[config.mk]
export PLATFORM = sky130hd
export DESIGN_NAME = axi_slave_ram_bridge
export DESIGN_NICKNAME = d
export VERILOG_FILES = /design/src/rtl/axi_slave_ram_bridge_pkg.sv /design/src/rtl/axi_slave_ram_bridge.sv
export SDC_FILE = /design/constraint.sdc
export NUM_CORES = 1
export LEC_CHECK = 0
export ABC_AREA = 1
export CAP_MARGIN = 20
export CORE_MARGIN = 5
export CORE_UTILIZATION = 35
export CTS_BUF_LIST = sky130_fd_sc_hd__clkbuf_4
export DETAILED_ROUTE_END_ITERATION = 10
export GPL_TIMING_DRIVEN = 0
export MAX_ROUTING_LAYER = met4
export PLACE_DENSITY = 0.71
export SYNTH_ARGS = -nofsm -noshare
export SYNTH_HDL_FRONTEND = slang
export SYNTH_SLANG_ARGS = --single-unit
[constraint.sdc]
create_clock -name clk_i -period 1.85 [get_ports clk_i]
set_input_delay 0.555 -clock clk_i [delete_from_list [all_inputs] [get_ports clk_i]]
set_output_delay 0.555 -clock clk_i [all_outputs]
set_load 0.01 [all_outputs]
[src/rtl/axi_slave_ram_bridge_pkg.sv]
// axi_slave_ram_bridge_pkg: shared widths, FSM states and AXI response codes for the RAM bridge
package axi_slave_ram_bridge_pkg;
   localparam int ADDR_W = 32;
   localparam int DATA_W = 32;
   localparam int STRB_W = 4;
   localparam int ID_W   = 4;
   localparam int LEN_W  = 8;
   localparam logic [1:0] AXI_RESP_OKAY   = 2'b00;
   localparam logic [1:0] AXI_RESP_SLVERR = 2'b10;
   typedef enum logic [2:0] {
      ST_IDLE,
      ST_WR_DATA,
      ST_WR_RESP,
      ST_RD_REQ,
      ST_RD_DATA
   } state_t;
endpackage

[src/rtl/axi_slave_ram_bridge.sv]
// axi_slave_ram_bridge: AXI4 INCR-burst responder turning bursts into single-word RAM requests
module axi_slave_ram_bridge
   import axi_slave_ram_bridge_pkg::*;
#(
   parameter bit WR_FIRST = 1'b1
) (
   input  logic              clk_i,
   input  logic              rst_ni,
   input  logic              inport_awvalid_i,
   input  logic [ADDR_W-1:0] inport_awaddr_i,
   input  logic [ID_W-1:0]   inport_awid_i,
   input  logic [LEN_W-1:0]  inport_awlen_i,
   output logic              inport_awready_o,
   input  logic              inport_wvalid_i,
   input  logic [DATA_W-1:0] inport_wdata_i,
   input  logic [STRB_W-1:0] inport_wstrb_i,
   input  logic              inport_wlast_i,
   output logic              inport_wready_o,
   output logic              inport_bvalid_o,
   output logic [1:0]        inport_bresp_o,
   output logic [ID_W-1:0]   inport_bid_o,
   input  logic              inport_bready_i,
   input  logic              inport_arvalid_i,
   input  logic [ADDR_W-1:0] inport_araddr_i,
   input  logic [ID_W-1:0]   inport_arid_i,
   input  logic [LEN_W-1:0]  inport_arlen_i,
   output logic              inport_arready_o,
   output logic              inport_rvalid_o,
   output logic [DATA_W-1:0] inport_rdata_o,
   output logic [1:0]        inport_rresp_o,
   output logic [ID_W-1:0]   inport_rid_o,
   output logic              inport_rlast_o,
   input  logic              inport_rready_i,
   output logic [STRB_W-1:0] outport_wr_o,
   output logic              outport_rd_o,
   output logic [ADDR_W-1:0] outport_addr_o,
   output logic [DATA_W-1:0] outport_wdata_o,
   input  logic              outport_ack_i,
   input  logic [DATA_W-1:0] outport_rdata_i,
   input  logic              outport_error_i
);
   state_t              state_q;
   logic                rr_wr_q, err_q, rd_q, bvalid_q, rvalid_q, rlast_q;
   logic [ID_W-1:0]     id_q;
   logic [LEN_W-1:0]    len_q, cnt_q;
   logic [STRB_W-1:0]   wr_q;
   logic [ADDR_W-1:0]   addr_q;
   logic [DATA_W-1:0]   wdata_q, rdata_q;
   logic [1:0]          bresp_q, rresp_q;
   logic                grant_wr, w_hs, last, wr_ack, w_done, err_d;

   // Address arbitration, write-beat handshake and sticky write error next value
   always_comb begin
      grant_wr         = inport_awvalid_i && (!inport_arvalid_i || rr_wr_q);
      inport_awready_o = state_q == ST_IDLE && inport_awvalid_i && grant_wr;
      inport_arready_o = state_q == ST_IDLE && inport_arvalid_i && !grant_wr;
      inport_wready_o  = state_q == ST_WR_DATA && wr_q == '0;
      w_hs             = inport_wvalid_i && inport_wready_o;
      last             = cnt_q == len_q;
      wr_ack           = wr_q != '0 && outport_ack_i;
      w_done           = (w_hs && inport_wstrb_i == '0) || wr_ack;
      err_d            = err_q || (w_hs && inport_wlast_i != last) || (wr_ack && outport_error_i);
   end

   // Burst FSM with beat counter, RAM request registers and registered AXI responses
   always_ff @(posedge clk_i) begin
      if (!rst_ni) begin
         state_q  <= ST_IDLE;
         rr_wr_q  <= WR_FIRST;
         err_q    <= 1'b0;
         rd_q     <= 1'b0;
         bvalid_q <= 1'b0;
         rvalid_q <= 1'b0;
         rlast_q  <= 1'b0;
         id_q     <= '0;
         len_q    <= '0;
         cnt_q    <= '0;
         wr_q     <= '0;
         addr_q   <= '0;
         wdata_q  <= '0;
         rdata_q  <= '0;
         bresp_q  <= AXI_RESP_OKAY;
         rresp_q  <= AXI_RESP_OKAY;
      end else begin
         case (state_q)
            ST_IDLE: begin
               if (inport_awready_o) begin
                  addr_q  <= inport_awaddr_i & ~32'h3;
                  id_q    <= inport_awid_i;
                  len_q   <= inport_awlen_i;
                  cnt_q   <= '0;
                  err_q   <= 1'b0;
                  rr_wr_q <= 1'b0;
                  state_q <= ST_WR_DATA;
               end else if (inport_arready_o) begin
                  addr_q  <= inport_araddr_i & ~32'h3;
                  id_q    <= inport_arid_i;
                  len_q   <= inport_arlen_i;
                  cnt_q   <= '0;
                  err_q   <= 1'b0;
                  rr_wr_q <= 1'b1;
                  rd_q    <= 1'b1;
                  state_q <= ST_RD_REQ;
               end
            end
            ST_WR_DATA: begin
               err_q <= err_d;
               if (w_hs && inport_wstrb_i != '0) begin
                  wr_q    <= inport_wstrb_i;
                  wdata_q <= inport_wdata_i;
               end
               if (wr_ack) wr_q <= '0;
               if (w_done && last) begin
                  bvalid_q <= 1'b1;
                  bresp_q  <= err_d ? AXI_RESP_SLVERR : AXI_RESP_OKAY;
                  state_q  <= ST_WR_RESP;
               end else if (w_done) begin
                  cnt_q  <= cnt_q + 8'd1;
                  addr_q <= addr_q + 32'd4;
               end
            end
            ST_WR_RESP: begin
               if (inport_bready_i) begin
                  bvalid_q <= 1'b0;
                  state_q  <= ST_IDLE;
               end
            end
            ST_RD_REQ: begin
               if (outport_ack_i) begin
                  rd_q     <= 1'b0;
                  rdata_q  <= outport_rdata_i;
                  rresp_q  <= outport_error_i ? AXI_RESP_SLVERR : AXI_RESP_OKAY;
                  rlast_q  <= last;
                  rvalid_q <= 1'b1;
                  state_q  <= ST_RD_DATA;
               end
            end
            ST_RD_DATA: begin
               if (inport_rready_i) begin
                  rvalid_q <= 1'b0;
                  if (rlast_q) state_q <= ST_IDLE;
                  else begin
                     cnt_q   <= cnt_q + 8'd1;
                     addr_q  <= addr_q + 32'd4;
                     rd_q    <= 1'b1;
                     state_q <= ST_RD_REQ;
                  end
               end
            end
            default: state_q <= ST_IDLE;
         endcase
      end
   end

   assign inport_bvalid_o = bvalid_q;
   assign inport_bresp_o  = bresp_q;
   assign inport_bid_o    = id_q;
   assign inport_rvalid_o = rvalid_q;
   assign inport_rdata_o  = rdata_q;
   assign inport_rresp_o  = rresp_q;
   assign inport_rid_o    = id_q;
   assign inport_rlast_o  = rlast_q;
   assign outport_wr_o    = wr_q;
   assign outport_rd_o    = rd_q;
   assign outport_addr_o  = addr_q;
   assign outport_wdata_o = wdata_q;
endmodule

# == Word-level counts from Yosys, hierarchy flattened ==
# Cells that the tools add are included.
# totals
reg_bits,133
ramBits,0
mem_count,0
in_bits,166
word_cells,122
mem_bits_ro,0
latch_bits,0
# classes
bitwise_logic,0
shift,0
mux,46
n_lt_le_gt_ge,0
add_sub_neg,2
n_eq_ne,16
div,0
multipliers,0
n_reduce_logical,42
# ops
op,count
$mux 32,6
$pmux 32 s3,1
$mux 8,8
$add 32x3->32 const B,1
$pmux 8 s3,1
$mux 3,6
$mux 4,4
$ne 2x2->1 const B,8
$pmux 3 s5,1
$logic_and 1x1->1,13
$mux 1,12
$reduce_and 2->1,6
$reduce_and 6->1,2
$reduce_bool 2->1,5
$add 8x1->8 const B,1
$eq 8x8->1,1
$logic_not 4->1,2
$reduce_bool 4->1,2
$eq 3x2->1 const B,2
$mux 2,3
$pmux 1 s2,3
$reduce_and 3->1,2
$reduce_bool 3->1,2
$reduce_and 5->1,1
9 further kinds,13

# == Depth between registers and ports, before layout ==
# Gate-level depths: netlist of run 1.
# logic_depth
word_depth,8
depth_mapped,14
depth_no_buf,13

# == Least setup slack after synthesis of run 1 ==
# Ideal clock, no wire load.
# synth_timing
kind,input to output
from,input inport_arvalid_i
to,output inport_awready_o
slack_ns,0.119
arrival_time_ns,1.176
t_required_ns,1.295
cell_stages,5
n_path_buf,2
path_cell_list,nand2_1 nand2_1 nor2_2 buf_2 buf_4
# synth_between
elab_chain_cells,4
# synth_rtl
element,line_no,source
start: declaration,axi_slave_ram_bridge.sv:23,"input logic inport_arvalid_i,"
$logic_not 1->1,axi_slave_ram_bridge.sv:54,grant_wr = inport_awvalid_i && (!inport_arvalid_i || rr_wr_q);
$logic_or 1x1->1,axi_slave_ram_bridge.sv:54,
$logic_and 1x1->1,axi_slave_ram_bridge.sv:54,
$logic_and 1x1->1,axi_slave_ram_bridge.sv:55,inport_awready_o = state_q == ST_IDLE && inport_awvalid_i && grant_wr;
end: declaration,axi_slave_ram_bridge.sv:13,"output logic inport_awready_o,"
# No other way between the ends.

# == Worst setup path in the final report of run 1 ==
# layout_timing
from,register state_q[0]
to,output inport_wready_o
# layout_between
elab_chain_cells,2
# layout_rtl
element,line_no,source
start: declaration,axi_slave_ram_bridge.sv:42,state_t state_q;
start signal: assignment,axi_slave_ram_bridge.sv:68,state_q <= ST_IDLE;
start signal: assignment,axi_slave_ram_bridge.sv:94,state_q <= ST_WR_DATA;
start signal: assignment,axi_slave_ram_bridge.sv:103,state_q <= ST_RD_REQ;
$eq 3x1->1,axi_slave_ram_bridge.sv:57,inport_wready_o = state_q == ST_WR_DATA && wr_q == '0;
$logic_and 1x1->1,axi_slave_ram_bridge.sv:57,
end: declaration,axi_slave_ram_bridge.sv:18,"output logic inport_wready_o,"
# No other way between the ends.

==> summary.md, run 1 <==
| Metric | Value |
|---|---|
| Yosys warning count | `0` |
| Synth top area share | `38.1%` |
| Yosys top cell by area | `dfxtp_1` |
| Seq/Total Area, Yosys | `38.1%` |
| Row count | `51` |
| Post-placement setup slack | `-1.20 ns` |
| DR WL met2 | `13.3 mm` |
| Synth unique cells | `39` |
| Max_cap viols | `0` |
| Wirelength per Cell | `16.4 um` |
| Skew final | `0.0250 ns` |
| Top Layer Used | `met4` |
| Tmin final | `2.09 ns` |
| Setup TNS | `-3.50 ns` |
| DRC | `0` |
| WL final | `27.9 mm` |
| Setup CP Type | `flip-flop to output port` |
| Period utilization | `113%` |
| EDFF count, synth | `0` |
| Most frequent cells after synthesis | `nand2_1 (301), nor2_1 (179), dfxtp_1 (129)` |
| Area contributors post-synth | `dfxtp_1 (38%), nand2_1 (17%), nor2_1 (9.9%)` |
| Largest net degree at the start of global routing | `17` |
| ANT nets after route | `0` |
| Hold slack | `0.447 ns` |
| Synthesized area per cell | `6.28 um^2` |
| DR iter-0 viols | `464` |
| WP data arrival | `1.53 ns` |
| Static Leak | `4.86 nW` |
| Hold_buf cts | `0` |
| Internal power | `9.08 mW` |
| Worst Hold Class | `flip-flop to flip-flop` |
| Root Driver | `clkbuf_4` |
| P_sw | `7.13 mW` |
| Most frequent cell on the critical path | `buf_6` |
| Router iterations before antenna repair | `5` |
| Post-Syn Area | `0.00678 mm^2` |
| Vias/cell | `4.87` |
| Initial core utilization | `35.2%` |
| Placed insts | `1624` |
| CTS tree | `done` |
| Worst-path cell chain | `buf_6, buf_6, nand3_4, nor2_4, buf_6` |
| Util after Layout | `58.3%` |
| Layout cells sized above 1 | `18.5%` |
| Final net count | `1591` |
| Pwr Total | `16.2 mW` |
| Fmax | `0.479 GHz` |
| Non-filler cells, final | `1703` |
| Synthesis-stage register bit count | `129` |
| Chip Width | `149 um` |
| Area post-placement | `0.00988 mm^2` |
| Endpoints failing setup | `38` |
| Post-synthesis cell count | `1080` |
| Critical path's slowest cell | `dfxtp_4` |
| PwrDens | `1440 mW/mm^2` |
| Worst vdd ir | `594 uV` |
| Vias in the first global route | `7815` |
| CP Launch Type | `flip-flop` |
| Max FO, Critical Path | `3` |
| Worst skew pair latency | `0.54 ns` |
| Metal-1 WL | `11.0 mm` |
| Layout Area Growth over Synthesis | `65.8%` |
| CP max stage delay | `0.40 ns` |
| CTS Sinks | `129` |
| Die area | `0.0222 mm^2` |
| Global-route wire length before repair | `40.6 mm` |
| CTS Buffer Depth | `2` |
| Core area | `0.0193 mm^2` |
| Max Slew Vio Count | `0` |
| Die Y-Extent | `149 um` |
| GRT Util Overall | `24.0%` |
| Final WS setup | `-0.236 ns` |
| Antenna violations before repair | `2` |
| Power share of the combinational group | `59.2%` |
| Most numerous cell in the Yosys netlist | `nand2_1` |
| Status | `finished, violations left` |
| Gr ovfl total | `0` |
| Asr flop ratio synth | `0%` |
| Clk slew on worst S/H paths | `0.13 ns` |
| Final Cell Area | `0.0112 mm^2` |
| IO buf count | `276` |
| Critical Path RT | `1.29 ns` |
| CP Capture Type | `output port` |
| Slew Limit Headroom | `56.4%` |
| Slew @ Worst Pin | `0.654 ns` |
| Power share of the sequential group | `27.6%` |
| Failing checks | `setup timing` |
| TritonCTS Buffers | `17` |
| Clock Power Share | `13.1%` |
| H-tree Lvls | `4` |
| Main synth FF type | `dfxtp_1` |
| Sw Ratio | `44.0%` |
| Met3 wire length | `2.55 mm` |
| Post-DP HPWL | `20.4 mm` |
| Final Hold Viols | `0` |
| GPL Wtd Cong | `0.954` |
| RSZ-0062 raised after global routing | `yes` |
| Via count | `8287` |
| Io pins | `285` |
[power groups by stage]
stage | combinational (mW) | sequential [mW] | clock (mW)
floorplan | 3.91 | 4.39 | 0
global placement | 6.94 | 4.33 | 0
detailed placement | 7.00 | 4.34 | 0
CTS | 7.14 | 4.41 | 2.18
global route | 10.4 | 4.60 | 2.31
finish | 9.60 | 4.48 | 2.13
[metal layers]
layer | global-route usage [%] | vias up
met2 | 39.5 | 371
met1 | 27.6 | 3724
li1 | - | 4124
met5 | - | -
met3 | 7.32 | 68
met4 | 8.74 | 0
[area by class of cell]
class,instances,area [um^2]
timing repair buffer,321,3220
fill,1875,8030
antenna,2,5.00
multi-input combinational,781,3770
clock buffer,18,135
tap,265,332
inverter,117,477
sequential,129,2700
buffer,56,432
clock inverter,14,171
[placed cells by master (no fill, tap or decap), types with 12 or more instances in the layout]
cell type,n
nor2_1,157
o21ai_1,18
o21ai_0,74
dfxtp_1,84
dfxtp_2,21
nand3_1,37
clkbuf_4,20
nand2_1,273
clkbuf_2,12
inv_1,105
buf_6,22
clkdlybuf4s50_1,159
clkdlybuf4s15_1,21
dlygate4sd2_1,88
clkbuf_1,13
dfxtp_4,24
nand2_2,24
nor2_2,17
a21oi_1,97
buf_4,33
[registers in the layout (all words and copies together) (netlist names)]
signal / flops
inport_bresp_o: 1
state_q: 3
outport_rd_o: 1
inport_rdata_o: 32
inport_rlast_o: 1
err_q: 1
inport_bvalid_o: 1
inport_rvalid_o: 1
len_q: 8
outport_wr_o: 4
outport_wdata_o: 32
outport_addr_o: 30
inport_rresp_o: 1
rr_wr_q: 1
inport_bid_o: 4
cnt_q: 8
[logic make-up after synthesis]
logic type      after synthesis  share of synthesized area, %
simple gates                548                          32.7
compound gates              221                          17.3
buf+inv                     174                          10.8
flops                       129                          38.1
xor+xnor                      5                         0.646
fa+ha+maj                     2                         0.369
other cells                   1                        0.0553
[final timing paths]
path                                     startpoint  cells after the start             endpoint  slack [ns]
worst max-delay path                     state_q[0]                      5      inport_wready_o       -0.24
worst min-delay path            outport_wdata_o[30]                      2  outport_wdata_o[30]        0.45
worst max register to register           state_q[0]                     13   outport_addr_o[19]       -0.12
worst min register to register  outport_wdata_o[30]                      2  outport_wdata_o[30]        0.45
[worst max-delay path: cells and delay by family (launching register included)]
kind	cells	cell delay, ns
DFF	1	0.40
buffers and inverters	3	0.33
and+or+nand+nor	2	0.27
[what timing repair did]
action | in CTS | in global routing
gates cloned | 0 | 10
setup endpoints to repair | 167 | 130
resized for setup | 244 | 194
setup buffers | 19 | 21
pin swaps | 4 | 38
(Power assumes the default switching activity.)
==> inputs of run 2 (changes only) <==
Settings changed: ABC_CLOCK_PERIOD_IN_PS from default to 1850, CTS_BUF_LIST sky130_fd_sc_hd__clkbuf_4 to sky130_fd_sc_hd__clkbuf_16, SETUP_SLACK_MARGIN from default to 0.5.
==> run 2 against run 1 <==
The run still ends with setup timing left. Clock power increased by 64%. Cell area increased by 21%. Largest cell class is now buffers. Core utilization increased by 12 points. Clock skew decreased by 0.012 ns. Flip-flop and latch count unchanged. Maximum frequency increased by 4.6%. First-iteration DRC count increased by 1.5%. Worst setup slack improved by 0.091 ns. Worst hold slack improved by 0.015 ns.
==> summary.md, run 2 (synthesized netlist as in run 1, its figures left out) <==
| Metric | Value |
|---|---|
| Vias/cell | `5.02 (+3.1%)` |
| Tmin final | `1.99 ns (-0.0909 ns)` |
| Fillers | `1482 (-21%)` |
| Hold_buf cts | `0 (unchanged)` |
| Hold Crit Start | `outport_wdata_o[31]` |
| DRC | `0 (unchanged)` |
| Final Hold Viols | `0 (unchanged)` |
| Final WS setup | `-0.145 ns (+0.0909 ns)` |
| Layout cells sized above 1 | `42.7% (+24 points)` |
| Clk slew on worst S/H paths | `0.06 ns (-0.07 ns)` |
| Wirelength per Cell | `18.4 um (+13%)` |
| Worst vdd ir | `956 uV (+61%)` |
| IO buf count | `276 (unchanged)` |
| Diode count | `0 (-2)` |
| Max FO, Critical Path | `3 (unchanged)` |
| Chip Width | `149 um (unchanged)` |
| Antenna violations before repair | `0 (-2)` |
| WP data arrival | `1.44 ns (-0.09 ns)` |
| CP Capture Type | `output port` |
| Slew @ Worst Pin | `0.548 ns (-0.107 ns)` |
| Commonest non-fill, non-tap cells in the layout | `nand2_1 (270), buf_6 (157), clkdlybuf4s50_1 (157), nor2_1 (147), inv_1 (102)` |
| Static Leak | `5.63 nW (+16%)` |
| CTS tree | `done` |
| Post-DP HPWL | `20.7 mm (+1.4%)` |
| Layout Area Growth over Synthesis | `101%` |
| GPL Wtd Cong | `0.972 (+1.9%)` |
| Router iterations before antenna repair | `5 (unchanged)` |
| Core area | `0.0193 mm^2 (unchanged)` |
| Commonest non-fill, non-tap cell in the layout | `nand2_1` |
| Hold slack | `0.462 ns (+0.0145 ns)` |
| GRT Util Overall | `26.5% (+2.6 points)` |
| Setup CP Type | `flip-flop to output port` |
| Largest net degree at the start of global routing | `17 (unchanged)` |
| Slew Limit Headroom | `63.5% (+7.1 points)` |
| Skew final | `0.0130 ns (-0.0119 ns)` |
| TritonCTS Buffers | `17 (unchanged)` |
| Initial core utilization | `35.2% (unchanged)` |
| Pwr Total | `20.9 mW (+29%)` |
| Fmax | `0.501 GHz (+4.6%)` |
| Via count | `8902 (+7.4%)` |
| DR iter-0 viols | `471 (+1.5%)` |
| Root Driver | `clkbuf_16` |
| CTS Buffer Depth | `2 (unchanged)` |
| H-tree Lvls | `4 (unchanged)` |
| CTS Sinks | `129 (unchanged)` |
| Critical Path Source | `state_q[1]` |
| Die Y-Extent | `149 um (unchanged)` |
| Die area | `0.0222 mm^2 (unchanged)` |
| Endpoints failing setup | `60 (+58%)` |
| Io pins | `285 (unchanged)` |
| RSZ-0062 raised after global routing | `yes` |
| R2r startpoint | `state_q[0]` |
| Global-route wire length before repair | `44.8 mm (+10%)` |
| PwrDens | `1530 mW/mm^2 (+6.4%)` |
| Failing checks | `setup timing` |
| WL final | `32.7 mm (+17%)` |
| CP Launch Type | `flip-flop` |
| Max_cap viols | `0 (unchanged)` |
| Gr ovfl total | `0 (unchanged)` |
| Status | `finished, violations left` |
| Period utilization | `108% (-4.9 points)` |
| Critical Path RT | `1.29 ns (about the same)` |
| Max Slew Vio Count | `0 (unchanged)` |
| ANT nets after route | `0 (unchanged)` |
| Worst skew pair latency | `0.43 ns (-0.11 ns)` |
| Final net count | `1664 (+4.6%)` |
| Worst Hold Class | `flip-flop to flip-flop` |
| Row count | `51 (unchanged)` |
| Vias in the first global route | `8568 (+9.6%)` |
[run 2: cell types whose count changed in the layout (fill, tap and decap cells not counted), sizes merged, moves of 5 or more]
cell           change
clkdlybuf4s15     -22
buf              +186
dlygate4sd2       -85
clkbuf             -5
[run 2: repair_timing]
item | CTS | global route
pin swaps | 30 | 61
setup endpoints to repair | 244 | 244
gates cloned | 4 | 13
gates resized for setup | 920 | 204
setup buffers | 71 | 30
[run 2: path summary, 6_finish.rpt]
path                                             to  slack [ns]  depth (start not counted)
worst max register to register    outport_addr_o[6]       -0.12                         14
worst max-delay path               inport_awready_o       -0.14                          6
worst min-delay path            outport_wdata_o[31]        0.46                          2
worst min register to register  outport_wdata_o[31]        0.46                          2
[run 2: layer usage]
metal | share of wire (%) | global-route usage (%) | vias to the layer above | routed length, um
met5 | 0 | - | - | 0
met4 | 3.7 | 7.78 | 0 | 1200
met3 | 9.3 | 8.17 | 87 | 3050
met2 | 50 | 46.1 | 407 | 16400
met1 | 37 | 29.4 | 4133 | 12100
li1 | - | - | 4275 | -
[run 2: stage by stage]
stage	utilization, %	TNS, ns	cell area [um^2]	worst slack (ns)	cells
after floorplan	-	0	7030	0.245	1083
after global placement	52.5	-48.42	10100	-1.06	1624
after detailed placement	52.5	-51.56	10100	-1.08	1624
after CTS	64.3	-0.331	12400	-0.152	1731
after global routing	70.8	-8.58	13600	-0.208	1774
final	70.8	-3.85	13600	-0.145	1774
[run 2: final cells by class]
class                   instances  area (um^2)  share of cell area [%]
clock buffers                  17          425                    3.12
multi-input cells             781         4540                    33.3
well taps                     265          332                    2.43
repair buffers                393         4190                    30.7
clock inverters                15          171                    1.26
flip-flops and latches        129         2820                    20.7
plain buffers                  57          681                    4.99
inverters                     117          480                    3.52
[run 2: critical path: stages (launching register included)]
cell     delay, ns
dfxtp_4       0.36
nor2_4        0.13
nand2_4       0.08
nor2_4        0.13
buf_8         0.13
buf_8         0.10
buf_6         0.09
[run 2: where the power goes]
part	switching [mW]	internal [mW]	total, mW
registers	0.805	3.80	4.60
clock network	1.47	2.03	3.50
logic	6.41	6.42	12.8
==> inputs of run 3 (changes only) <==
Settings changed: CORE_ASPECT_RATIO from default to 1.2, HOLD_SLACK_MARGIN from default to 0.05, REMOVE_ABC_BUFFERS from default to 1.
==> run 3 against run 2 <==
The flow still finishes with violations (setup timing). Clock-buffer cell count unchanged. Worst setup slack worse by 0.075 ns. Critical path type is now input port to output port. Global-route usage up 3.0 points. Largest power group unchanged.
==> summary.md, run 3 (synthesized netlist as in run 1, its figures left out) <==
| Metric | Value |
|---|---|
| WP data arrival | `1.51 ns (+0.07 ns)` |
| CP Capture Type | `output port` |
| Gr ovfl total | `0 (unchanged)` |
| Vias in the first global route | `9110 (+6.3%)` |
| DRC | `0 (unchanged)` |
| Post-DP HPWL | `17.6 mm (-15%)` |
| IO buf count | `276 (unchanged)` |
| Failing checks | `setup timing` |
| Period utilization | `112% (+4.1 points)` |
| Tmin final | `2.07 ns (+0.0752 ns)` |
| DR iter-0 viols | `729 (+55%)` |
| R2R Path End | `outport_addr_o[21]` |
| GPL Wtd Cong | `0.908 (-6.5%)` |
| Status | `finished, violations left` |
| Worst vdd ir | `709 uV (-26%)` |
| Reg2Reg Setup Slack | `-0.17 ns (-0.05 ns)` |
| Commonest non-fill, non-tap cell in the layout | `nand2_1` |
| Layout cells sized above 1 | `47.4% (+4.7 points)` |
| Final net count | `1674 (+0.60%)` |
| CP Launch Type | `input port` |
| Global-route wire length before repair | `49.3 mm (+10%)` |
| CTS Sinks | `129 (unchanged)` |
| Final WS setup | `-0.220 ns (-0.0752 ns)` |
| Cells on worst reg2reg path | `15 (+1)` |
| Core area | `0.0190 mm^2 (-1.4%)` |
| Clk slew on worst S/H paths | `0.06 ns (about the same)` |
| R2r startpoint | `rr_wr_q` |
| Endpoints failing setup | `45 (-25%)` |
| Initial core utilization | `35.7% (+0.51 points)` |
| H-tree Lvls | `4 (unchanged)` |
| Commonest non-fill, non-tap cells in the layout | `nand2_1 (222), nor2_1 (152), clkdlybuf4s50_1 (152), buf_6 (152), inv_1 (102)` |
| CP endpoint | `inport_awready_o` |
| Setup CP Type | `input port to output port` |
| Layout Area Growth over Synthesis | `113%` |
| Chip Width | `137 um (-8.1%)` |
| Max Slew Vio Count | `0 (unchanged)` |
| Max FO, Critical Path | `3 (unchanged)` |
| CTS Buffer Depth | `2 (unchanged)` |
| Worst skew pair latency | `0.42 ns (about the same)` |
| Critical Path Source | `inport_awvalid_i` |
| CTS tree | `done` |
| Row count | `55 (+7.8%)` |
| Non-filler cells, final | `1775 (+0.056%)` |
| Largest net degree at the start of global routing | `55 (+38)` |
| Final Hold Viols | `0 (unchanged)` |
| Router iterations before antenna repair | `7 (+2)` |
| Die Y-Extent | `162 um (+8.9%)` |
| GRT Util Overall | `29.5% (+3.0 points)` |
| ANT nets after route | `0 (unchanged)` |
| PwrDens | `1500 mW/mm^2 (-2.3%)` |
| Critical Path RT | `1.29 ns (about the same)` |
| Skew final | `0.0147 ns (+0.00170 ns)` |
| WL final | `37.7 mm (+15%)` |
| Wirelength per Cell | `21.3 um (+15%)` |
| Hold-critical path depth | `2 (unchanged)` |
| Slew @ Worst Pin | `0.619 ns (+0.0714 ns)` |
| Root Driver | `clkbuf_16` |
| Die area | `0.0223 mm^2 (about the same)` |
| Static Leak | `6.09 nW (+8.1%)` |
| TritonCTS Buffers | `17 (unchanged)` |
| Io pins | `285 (unchanged)` |
| Worst Hold Class | `flip-flop to flip-flop` |
| Vias/cell | `5.36 (+6.9%)` |
| Fmax | `0.483 GHz (-3.6%)` |
| Placed insts | `1565 (-3.6%)` |
| Via count | `9520 (+6.9%)` |
| Slew Limit Headroom | `58.7% (-4.8 points)` |
| Antenna violations before repair | `1 (+1)` |
| Max_cap viols | `0 (unchanged)` |
| RSZ-0062 raised after global routing | `yes` |
| Post-placement setup slack | `-1.51 ns (-0.434 ns)` |
## run 3: cell types whose count changed in the layout (fill, tap and decap cells not counted), sizes merged, moves of 2 or more
cell	previous run	this run
dlygate4sd2	3	7
clkdlybuf4s50	157	152
clkbuf	50	20
clkinv	5	11
buf	257	286
nand2	304	307
bufinv	2	4
inv	122	119
nor2	186	188
## run 3: layout make-up
cell class                 instances  area, um^2
antenna                            1        2.50
clock buffer                      17         425
clock inverter                    14         204
fill                            1199        4550
inverter                         117         551
multi-input combinational        786        4840
sequential                       129        2820
tap                              256         320
timing repair buffer             448        5150
timing repair inverter             7         128
## run 3: report_power, final
group | internal, mW | switching (mW)
logic | 6.48 | 6.77
clock network | 2.27 | 1.47
registers | 3.78 | 0.861
total | 12.5 | 9.10
## run 3: critical path, cell delays in order
cell and delay (ns):
dlygate4sd2_1 0.31, nand2_4 0.07, buf_6 0.13, nor2_4 0.12, buf_12 0.13, buf_12 0.10, buf_6 0.09
## run 3: layer usage
layer	share of wire (%)	global-route usage (%)	vias to the layer above
li1	-	-	4285
met1	34	30.5	4454
met2	50	49.9	601
met3	9.4	9.43	180
met4	6.8	15.3	0
met5	0	-	-
## run 3: how the worst min path moves through the flow
stage	from	to	slack, ns
finish	outport_wdata_o[30]	outport_wdata_o[30]	0.45
global route	outport_wdata_o[30]	outport_wdata_o[30]	0.47
CTS	outport_wdata_o[30]	outport_wdata_o[30]	0.45
detailed placement	outport_wdata_o[30]	outport_wdata_o[30]	0.44
global placement	outport_wdata_o[22]	outport_wdata_o[22]	0.43
floorplan	len_q[0]	len_q[0]	0.47
## run 3: metrics by stage
step	setup TNS, ns	hold WS [ns]	power [mW]	area (um^2)	utilization [%]
2_1_floorplan	-69.13	0.466	7.94	6500	-
3_3_place_gp	-335.80	0.433	10.7	9580	50.5
3_5_place_dp	-123.54	0.437	11.0	9740	51.3
4_1_cts	-0.555	0.449	19.7	13200	69.7
5_1_grt	-6.02	0.466	22.6	14400	76.0
6_report	-3.11	0.449	21.6	14400	76.0
## run 3: timing repair
item,in CTS,in global routing
pin swaps,71,63
hold buffers,0,0
cloned,30,3
resized for setup,1058,202
endpoints found under the setup margin,244,243
hold endpoints to repair,0,0
setup buffers,97,48
